[config.mk]
export PLATFORM = sky130hd
export DESIGN_NAME = bg_fetch_sequencer
export DESIGN_NICKNAME = d
export VERILOG_FILES = /design/src/rtl/ppu_pkg.sv /design/src/rtl/loopy_scroll_reg.sv /design/src/rtl/bg_fetch_sequencer.sv
export SDC_FILE = /design/constraint.sdc
export NUM_CORES = 1
export LEC_CHECK = 0
export BUFFER_PORTS_ARGS = -buffer_cell sky130_fd_sc_hd__buf_2
export CAP_MARGIN = 10
export CORE_AREA = 2 2 88 90
export CTS_BUF_LIST = sky130_fd_sc_hd__clkbuf_16
export DETAILED_ROUTE_END_ITERATION = 12
export DIE_AREA = 0 0 90 92
export PLACE_DENSITY = 0.87
export SETUP_SLACK_MARGIN = 0.15
export SLEW_MARGIN = 20
export SYNTH_ARGS = -nofsm -noshare
export SYNTH_HDL_FRONTEND = slang
export SYNTH_SLANG_ARGS = --single-unit
[constraint.sdc]
create_clock -name clk -period 2.54 [get_ports clk]
set_input_delay 0.508 -clock clk [delete_from_list [all_inputs] [get_ports clk]]
set_output_delay 0.508 -clock clk [all_outputs]
set_load 0.1 [all_outputs]
[src/rtl/ppu_pkg.sv]
// Shared types, constants and fetch-address helpers for the PPU background datapath.
package ppu_pkg;

    typedef logic [14:0] loopy_t;

    typedef enum logic [1:0] {
        FK_NT,
        FK_AT,
        FK_PT_LO,
        FK_PT_HI
    } fetch_kind_e;

    localparam logic [13:0] NT_BASE            = 14'h2000;
    localparam logic [13:0] AT_BASE            = 14'h23C0;
    localparam logic [8:0]  FETCH_LAST_VISIBLE = 9'd256;
    localparam logic [8:0]  PREFETCH_FIRST     = 9'd321;
    localparam logic [8:0]  PREFETCH_LAST      = 9'd336;
    localparam logic [8:0]  COPY_H_DOT         = 9'd257;
    localparam logic [8:0]  COPY_V_FIRST       = 9'd280;
    localparam logic [8:0]  COPY_V_LAST        = 9'd304;

    // Dots 1..256 fetch the visible tiles, 321..336 prefetch the first two of the next line.
    function automatic logic in_fetch_window(input logic [8:0] d);
        return ((d >= 9'd1) && (d <= FETCH_LAST_VISIBLE)) ||
               ((d >= PREFETCH_FIRST) && (d <= PREFETCH_LAST));
    endfunction

    function automatic logic [13:0] fetch_addr(input fetch_kind_e kind, input loopy_t v,
                                               input logic pattern_sel, input logic [7:0] tile);
        logic [13:0] addr;
        unique case (kind)
            FK_NT:    addr = NT_BASE | {2'b00, v[11:0]};
            FK_AT:    addr = AT_BASE | {2'b00, v[11:10], 4'b0000, v[9:7], v[4:2]};
            FK_PT_LO: addr = {1'b0, pattern_sel, tile, 1'b0, v[14:12]};
            FK_PT_HI: addr = {1'b0, pattern_sel, tile, 1'b1, v[14:12]};
            default:  addr = '0;
        endcase
        return addr;
    endfunction

endpackage

[src/rtl/loopy_scroll_reg.sv]
// Loopy v/t scroll registers. The sequencer issues at most one command per clock;
// t_load is independent of those commands and of the pixel clock enable.
module loopy_scroll_reg
    import ppu_pkg::*;
(
    input  logic   clk,
    input  logic   reset,
    input  logic   t_load,
    input  loopy_t t_in,
    input  logic   inc_x,
    input  logic   inc_y,
    input  logic   copy_h,
    input  logic   copy_v,
    output loopy_t v
);

    loopy_t t;
    loopy_t v_next;

    function automatic loopy_t coarse_x_inc(input loopy_t cur);
        loopy_t r;
        r = cur;
        if (cur[4:0] == 5'd31) begin
            r[4:0] = 5'd0;
            r[10]  = ~cur[10];
        end else begin
            r[4:0] = cur[4:0] + 5'd1;
        end
        return r;
    endfunction

    function automatic loopy_t y_inc(input loopy_t cur);
        loopy_t r;
        r = cur;
        if (cur[14:12] != 3'd7) begin
            r[14:12] = cur[14:12] + 3'd1;
        end else begin
            r[14:12] = 3'd0;
            if (cur[9:5] == 5'd29) begin
                r[9:5] = 5'd0;
                r[11]  = ~cur[11];
            end else if (cur[9:5] == 5'd31) begin
                r[9:5] = 5'd0;
            end else begin
                r[9:5] = cur[9:5] + 5'd1;
            end
        end
        return r;
    endfunction

    // Next v; inc_y carries the dot-256 coarse-X step too (X and Y touch disjoint bits).
    always_comb begin
        v_next = v;
        if (inc_x) begin
            v_next = coarse_x_inc(v);
        end else if (inc_y) begin
            v_next = y_inc(coarse_x_inc(v));
        end else if (copy_h) begin
            v_next[10]  = t[10];
            v_next[4:0] = t[4:0];
        end else if (copy_v) begin
            v_next[14:11] = t[14:11];
            v_next[9:5]   = t[9:5];
        end
    end

    // v/t state; a copy on the same clock as t_load sees the old t.
    always_ff @(posedge clk or posedge reset) begin
        if (reset) begin
            v <= '0;
            t <= '0;
        end else begin
            if (t_load) begin
                t <= t_in;
            end
            v <= v_next;
        end
    end

endmodule

[src/rtl/bg_fetch_sequencer.sv]
// Background fetch scheduler: dot/scanline timing, 4-fetch tile sequence and loopy updates.
// Optional feature: define BG_ODD_FRAME_SKIP_EN to drop the last pre-render dot on odd
// frames while rendering is enabled.
module bg_fetch_sequencer
    import ppu_pkg::*;
#(
    parameter int unsigned LAST_DOT      = 340,
    parameter int unsigned LAST_SCANLINE = 261
) (
    input  logic        clk,
    input  logic        reset,
    input  logic        ce,
    input  logic        rendering_en,
    input  logic        t_load,
    input  logic [14:0] t_in,
    input  logic        bg_pattern_sel,
    input  logic [7:0]  name_table,
    output logic [13:0] vram_addr,
    output logic        vram_rd,
    output logic [2:0]  fetch_cycle,
    output logic        shift_en,
    output logic [14:0] loopy,
    output logic [8:0]  dot,
    output logic [8:0]  scanline,
    output logic        frame_odd
);

    localparam logic [8:0] DOT_MAX  = 9'(LAST_DOT);
    localparam logic [8:0] LINE_MAX = 9'(LAST_SCANLINE);

    logic [8:0] dot_next;
    logic [8:0] scanline_next;
    logic       frame_odd_next;
    logic [2:0] fetch_cycle_next;
    logic       skip_dot;
    logic       fetch_line;
    logic       render_active;
    logic       fetching;
    logic       inc_x;
    logic       inc_y;
    logic       copy_h;
    logic       copy_v;

    function automatic logic line_is_fetch(input logic [8:0] s);
        return (s <= 9'd239) || (s == LINE_MAX);
    endfunction

`ifdef BG_ODD_FRAME_SKIP_EN
    assign skip_dot = frame_odd && rendering_en && (scanline == LINE_MAX) &&
                      (dot == DOT_MAX - 9'd1);
`else
    assign skip_dot = 1'b0;
`endif

    // Free-running dot/scanline/frame counters, advanced only on ce.
    always_comb begin
        dot_next       = dot;
        scanline_next  = scanline;
        frame_odd_next = frame_odd;
        if (ce) begin
            if ((dot == DOT_MAX) || skip_dot) begin
                dot_next = 9'd0;
                if (scanline == LINE_MAX) begin
                    scanline_next  = 9'd0;
                    frame_odd_next = ~frame_odd;
                end else begin
                    scanline_next = scanline + 9'd1;
                end
            end else begin
                dot_next = dot + 9'd1;
            end
        end
    end

    // Tile phase is registered alongside dot so it always equals (dot-1)[2:0] in the window.
    assign fetch_cycle_next = (line_is_fetch(scanline_next) && in_fetch_window(dot_next)) ?
                              (dot_next[2:0] - 3'd1) : 3'd0;

    // Timing state register.
    always_ff @(posedge clk or posedge reset) begin
        if (reset) begin
            dot         <= '0;
            scanline    <= '0;
            frame_odd   <= 1'b0;
            fetch_cycle <= '0;
        end else if (ce) begin
            dot         <= dot_next;
            scanline    <= scanline_next;
            frame_odd   <= frame_odd_next;
            fetch_cycle <= fetch_cycle_next;
        end
    end

    // Fetch and shift outputs are combinational on rendering_en so dropping it aborts at once.
    assign fetch_line    = line_is_fetch(scanline);
    assign render_active = rendering_en && fetch_line;
    assign fetching      = render_active && in_fetch_window(dot);
    assign vram_rd       = fetching && !fetch_cycle[0];
    assign vram_addr     = vram_rd ? fetch_addr(fetch_kind_e'(fetch_cycle[2:1]), loopy,
                                                bg_pattern_sel, name_table) : 14'd0;
    // Shifting lags fetching by one dot: dots 2..257 and 322..337.
    assign shift_en      = render_active && in_fetch_window(dot - 9'd1);

    // One-hot loopy commands; dot 256 issues the combined X+Y increment.
    always_comb begin
        inc_x  = 1'b0;
        inc_y  = 1'b0;
        copy_h = 1'b0;
        copy_v = 1'b0;
        if (ce && render_active) begin
            if (dot == FETCH_LAST_VISIBLE) begin
                inc_y = 1'b1;
            end else if (fetching && (fetch_cycle == 3'd7)) begin
                inc_x = 1'b1;
            end else if (dot == COPY_H_DOT) begin
                copy_h = 1'b1;
            end else if ((scanline == LINE_MAX) && (dot >= COPY_V_FIRST) &&
                         (dot <= COPY_V_LAST)) begin
                copy_v = 1'b1;
            end
        end
    end

    loopy_scroll_reg u_loopy (
        .clk    (clk),
        .reset  (reset),
        .t_load (t_load),
        .t_in   (t_in),
        .inc_x  (inc_x),
        .inc_y  (inc_y),
        .copy_h (copy_h),
        .copy_v (copy_v),
        .v      (loopy)
    );

endmodule

==> out/metrics.yaml, run 1 <==
end_kind: "primary output"
dpl_cell_area_mm2: 0.00485
synth_cells: 403
crit_start: "dot[3]"
worstSkewPairLatency_ns: 0.30
grt_first_pass_wirelength_um: 19100
required_ns: 2.03
clkSinkCount: 52
die_w_um: 90
crit_path_frequent_cell: "buf_12"
synth_edf_count: 0
max_freq_mhz: 334
r2r-end: "fetch_cycle[2]"
critical_path.startpoint_type: "flop"
clockRootBuffer: "clkbuf_16"
async_flop_share_pct: 100
crit_family: "compound AO/OA/AOI/OAI gates"
r2r_slack_ns: -0.27
drc_errors: 0
drv_slew: 0
numCtsBuffers: 5
core_region_area_mm2: 0.00745
skew_ns: 0.00344
fp.dieH_um: 92
syn_avg_cell_area_um2: 8.78
power_density_mw_per_mm2: 580
crit_cells: 7
synth_area_leaders: "dfrtp_1 37%, ha_1 5.7%, mux2_2 4.8%"
first_iter_violations: 375
clk_pin_slew_ns: 0.08
dr.pass1.iters: 6
worst_pin_slew_ns: 0.682
clock_path_buffers: 2
wl_per_cell_um: 19.4
overflow: 0
cap_violations: 0
slowest_stage: "o41a_1"
rr_worst_depth: 10
num_vias: 4008
drtAntennaViolNets: 0
htree_num_levels: 2
synth.most_common_cell: "dfrtp_1"
synth-seq-area-share_pct: 36.8
yosys-top-cells-count: "52 x dfrtp_1, 32 x nor2_1, 31 x o21ai_0"
worstPathArrival_ns: 2.48
final_area_mm2: 0.00513
final_nets: 570
period_share_pct: 118
row_count: 32
synth_seq_cells: 52
synth-main-ff-cell: "dfrtp_1"
violations: "negative setup slack"
grt_use_total_pct: 28.6
endpoint: "vram_addr[6]"
setup_viol: 19
min_path_type: "input pin to asynchronous set/reset pin"
finalWeightedCongestion: 0.945
crit_type: "flop to primary output"
netlist_area_mm2: 0.00354
grt_pass1_vias: 3842
drt-total-wl_um: 12200
hold_violations: 0
cts_tree: "built"
status: "finished with violations"
path_cells: "o41a_1, a311oi_2, a211o_1, nand4b_1, buf_12, a311oi_4, buf_12"
reg2reg_from: "dot[0]"
die_area_mm2: 0.00828
grt_antenna_before_repair: 0
slew_headroom_pct: 54.5
synth_nets: 448
fillers: 533
peakVddDrop_uv: 394
cts_hold_buffers: 0
hpwl_um: 8140
synth_cell_types: 62
via_per_inst: 6.38
setup_slack_ns: -0.450
area_growth_pct: 44.9
grt_max_degree: 30
fin_crit_ns: 2.99
yosys_warnings: 0
insertedDiodeCount: 0
synth_area_leader_cell: "dfrtp_1"
timing.critical_path.buf_inv: 2
critical_path_peak_fanout: 8
drive_above_1_share_pct: 42.6
hold-worst-slack_ns: 0.300
grt_setup_unrepaired: "true"
cpPeakStageDelay_ns: 0.49
boundaryPins: 82
start_util_pct: 47.5
portBuffers: 81
netlist.area_leader.share_pct: 36.8
leakagePower_nw: 2.27
-- cells by family after synthesis --
logic type,synth area share (%)
AOI/OAI and AO/OA,19.6
xor gates and xnor gates,3.47
adders and majority gates,5.66
buffers and inverters,5.20
DFF,36.8
muxes,7.61
and+or+nand+nor,21.6
-- how the worst min path moves through the flow --
stage,end,cells past startpoint,slack (ns)
after detailed placement,frame_odd,1,0.46
after floorplan,u_loopy.v[3],2,0.46
after global placement,frame_odd,1,0.46
after CTS,u_loopy.v[8],2,0.32
after global routing,u_loopy.v[6],2,0.36
final,scanline[8],2,0.30
-- area by class of cell --
type | instances | area [µm²] | area share [%]
clock buffer | 5 | 125 | 2.44
clock inverter | 3 | 28.8 | 0.561
inverter | 25 | 100 | 1.95
multi-input combinational | 304 | 2320 | 45.3
sequential | 52 | 1320 | 25.8
tap | 102 | 128 | 2.49
timing repair buffer | 137 | 1100 | 21.5
-- placed cells by master, fill, tap and decap left out, types with 14 or more instances in the layout --
master   Yosys  routed
mux2_2      15      15
dfrtp_1     52      36
ha_1        16      14
dfrtp_2      0      16
buf_4        1      52
a21oi_1     22      21
nand2_1     28      28
nor2_1      32      20
inv_1       25      21
o21ai_0     31      26
buf_12       0      18
buf_2        3      65
-- flip-flops by register name (all words and copies together), names as in the netlist --
register / cells
dot: 9
frame_odd: 1
u_loopy.v: 15
scanline: 9
u_loopy.t: 15
fetch_cycle: 3
-- where the power goes --
part	internal [W]	total [W]	switching (W)
Clock	0.000381	0.000736	0.000355
Sequential	0.000896	0.000964	0.0000679
Combinational	0.000431	0.00128	0.000844
Total	0.00171	0.00298	0.00127
-- metrics by stage --
| stage | setup WS [ns] | power (W) | TNS (ns) | utilization [%] | std cells |
|---|---|---|---|---|---|
| after floorplan | -1.12 | 0.00177 | -16.28 | - | 403 |
| after CTS | -0.372 | 0.00290 | -5.64 | 67.9 | 626 |
| after global routing | -0.561 | 0.00307 | -9.38 | 68.8 | 628 |
| final | -0.450 | 0.00298 | -7.20 | 68.8 | 628 |
| after detailed placement | -0.175 | 0.00213 | -0.971 | 65.1 | 616 |
| after global placement | -0.109 | 0.00209 | -0.504 | 65.1 | 616 |
-- worst register-to-register path: cells and delay by family, from the launching register on --
kind | cells | cell delay (ns)
AND/OR/NAND/NOR | 4 | 1.19
adder cells (fa/ha/maj) | 1 | 0.15
AO/OA/AOI/OAI | 3 | 0.69
buffers and inverters | 2 | 0.28
flip-flops | 1 | 0.41
-- metal layers --
metal  up-vias  share of wire (%)  GRT usage (%)
met2       283                 49           48.7
li1       1730                  -              -
met5         -                  0              0
met4         0                6.3           16.5
met1      1911                 37           34.3
met3        84                7.8           4.68
-- timing repair --
item | in CTS | in global routing
endpoints found under the setup margin | 23 | 33
pin swaps | 7 | 4
resized for setup | 12 | 11
buffers inserted | 2 | 2
Power figures use the tool's default switching activity.
==> run 2: changes to the inputs <==
Settings changed: REMOVE_ABC_BUFFERS from default to 1.
==> out/metrics.yaml, run 2 (synthesis results as in run 1) <==
leakagePower_nw: 2.38
fin_crit_ns: 2.91
area_growth_pct: 45.6
slew_headroom_pct: 65.1
via_per_inst: 5.87
worstPathArrival_ns: 2.40
grt_use_total_pct: 25.7
boundaryPins: 82
crit_start: "dot[3]"
htree_num_levels: 2
hold_violations: 0
dr.pass1.iters: 5
final_nets: 583
finalWeightedCongestion: 0.955
worst_pin_slew_ns: 0.523
final_cells: 641
status: "finished with violations"
cpPeakStageDelay_ns: 0.39
crit_type: "flop to primary output"
critical_path_peak_fanout: 5
cts_hold_buffers: 0
setup_slack_ns: -0.369
violations: "negative setup slack"
r2r_slack_ns: -0.16
first_iter_violations: 230
dp.cells: 627
start_util_pct: 47.5
min_path_type: "input pin to asynchronous set/reset pin"
max_freq_mhz: 344
grt_first_pass_wirelength_um: 17400
grt_antenna_before_repair: 0
final_common_cell: "buf_2"
path_cells: "buf_6, nor3_4, buf_6, buf_6, a311oi_2, a211o_1, nand4b_1, buf_6, buf_8, inv_4, and3_4, buf_12"
power_w: 0.00295
worstSkewPairLatency_ns: 0.30
insertedDiodeCount: 0
endpoint: "vram_addr[12]"
die_w_um: 90
cap_violations: 0
crit_path_frequent_cell: "buf_6"
grt_setup_unrepaired: "true"
overflow: 0
reg2reg_from: "dot[0]"
fin_tns_setup_ns: -5.67
peakVddDrop_uv: 889
clk_pin_slew_ns: 0.07
power_density_mw_per_mm2: 572
grt_max_degree: 32
row_count: 32
clkSinkCount: 52
pre_cts_ws_ns: -0.220
drive_above_1_share_pct: 39.7
setup_viol: 19
end_kind: "primary output"
clock_path_buffers: 2
required_ns: 2.03
num_vias: 3764
slowest_stage: "dfrtp_1"
fp.dieH_um: 92
numCtsBuffers: 5
core_region_area_mm2: 0.00745
fillers: 559
drv_slew: 0
wl_per_cell_um: 16.7
drc_errors: 0
drtAntennaViolNets: 0
reg.largest.list: "u_loopy.t (15), u_loopy.v (15)"
rr_worst_depth: 10
cts_tree: "built"
die_area_mm2: 0.00828
grt_pass1_vias: 3707
period_share_pct: 115
portBuffers: 81
skew_ns: 0.00654
r2r-end: "fetch_cycle[0]"
clockRootBuffer: "clkbuf_16"
fin_util_pct: 69.1
critical_path.startpoint_type: "flop"
drt-total-wl_um: 10700
final_cell_mix: "65 x buf_2, 61 x buf_4, 52 x dfrtp_1"
hpwl_um: 7850
==> run 2: worst min-delay path by stage <==
stage	end
after floorplan	u_loopy.v[3]
after global placement	frame_odd
after detailed placement	frame_odd
after CTS	scanline[5]
after global routing	scanline[5]
final	scanline[8]
==> run 2: through the flow <==
step / hold slack (ns) / instance area (µm²)
global placement: 0.460 / 4710
floorplan: 0.459 / 3450
finish: 0.241 / 5150
global route: 0.280 / 5150
detailed placement: 0.462 / 4710
CTS: 0.263 / 5050
==> run 2: repair_timing <==
item / in CTS / in global routing
gates cloned: 0 / 0
setup endpoints to repair: 26 / 27
setup buffers: 5 / 1
pin swaps: 14 / 11
resized for setup: 38 / 24
==> run 2: final cells by class <==
class | count | area (µm²) | area share (%)
inverters | 25 | 101 | 1.97
flip-flops and latches | 52 | 1300 | 25.3
multi-input cells | 304 | 2260 | 43.9
clock buffers | 5 | 125 | 2.43
repair buffers | 150 | 1210 | 23.4
well taps | 102 | 128 | 2.48
clock inverters | 3 | 27.5 | 0.535
==> run 2: per-layer routing <==
| metal | global-route usage [%] | up-vias | wire length, µm | share of wire, % |
|---|---|---|---|---|
| li1 | - | 1755 | - | - |
| met1 | 31.2 | 1828 | 4240 | 39 |
| met2 | 46.6 | 164 | 5610 | 52 |
| met3 | 4.52 | 17 | 715 | 6.7 |
| met4 | 7.44 | 0 | 169 | 1.6 |
| met5 | 0 | - | 0 | 0 |
==> run 2: critical path: cells and delay by family (launching register included) <==
kind / cells / cell delay (ns)
simple gates: 3 / 0.47
flops: 1 / 0.39
compound gates: 2 / 0.40
buf+inv: 7 / 0.83
==> run 2: where the power goes <==
group	switching, W	internal, W	total (W)
combinational	0.000829	0.000473	0.00130
sequential	0.0000470	0.000891	0.000938
clock	0.000331	0.000375	0.000705
total	0.00121	0.00174	0.00295
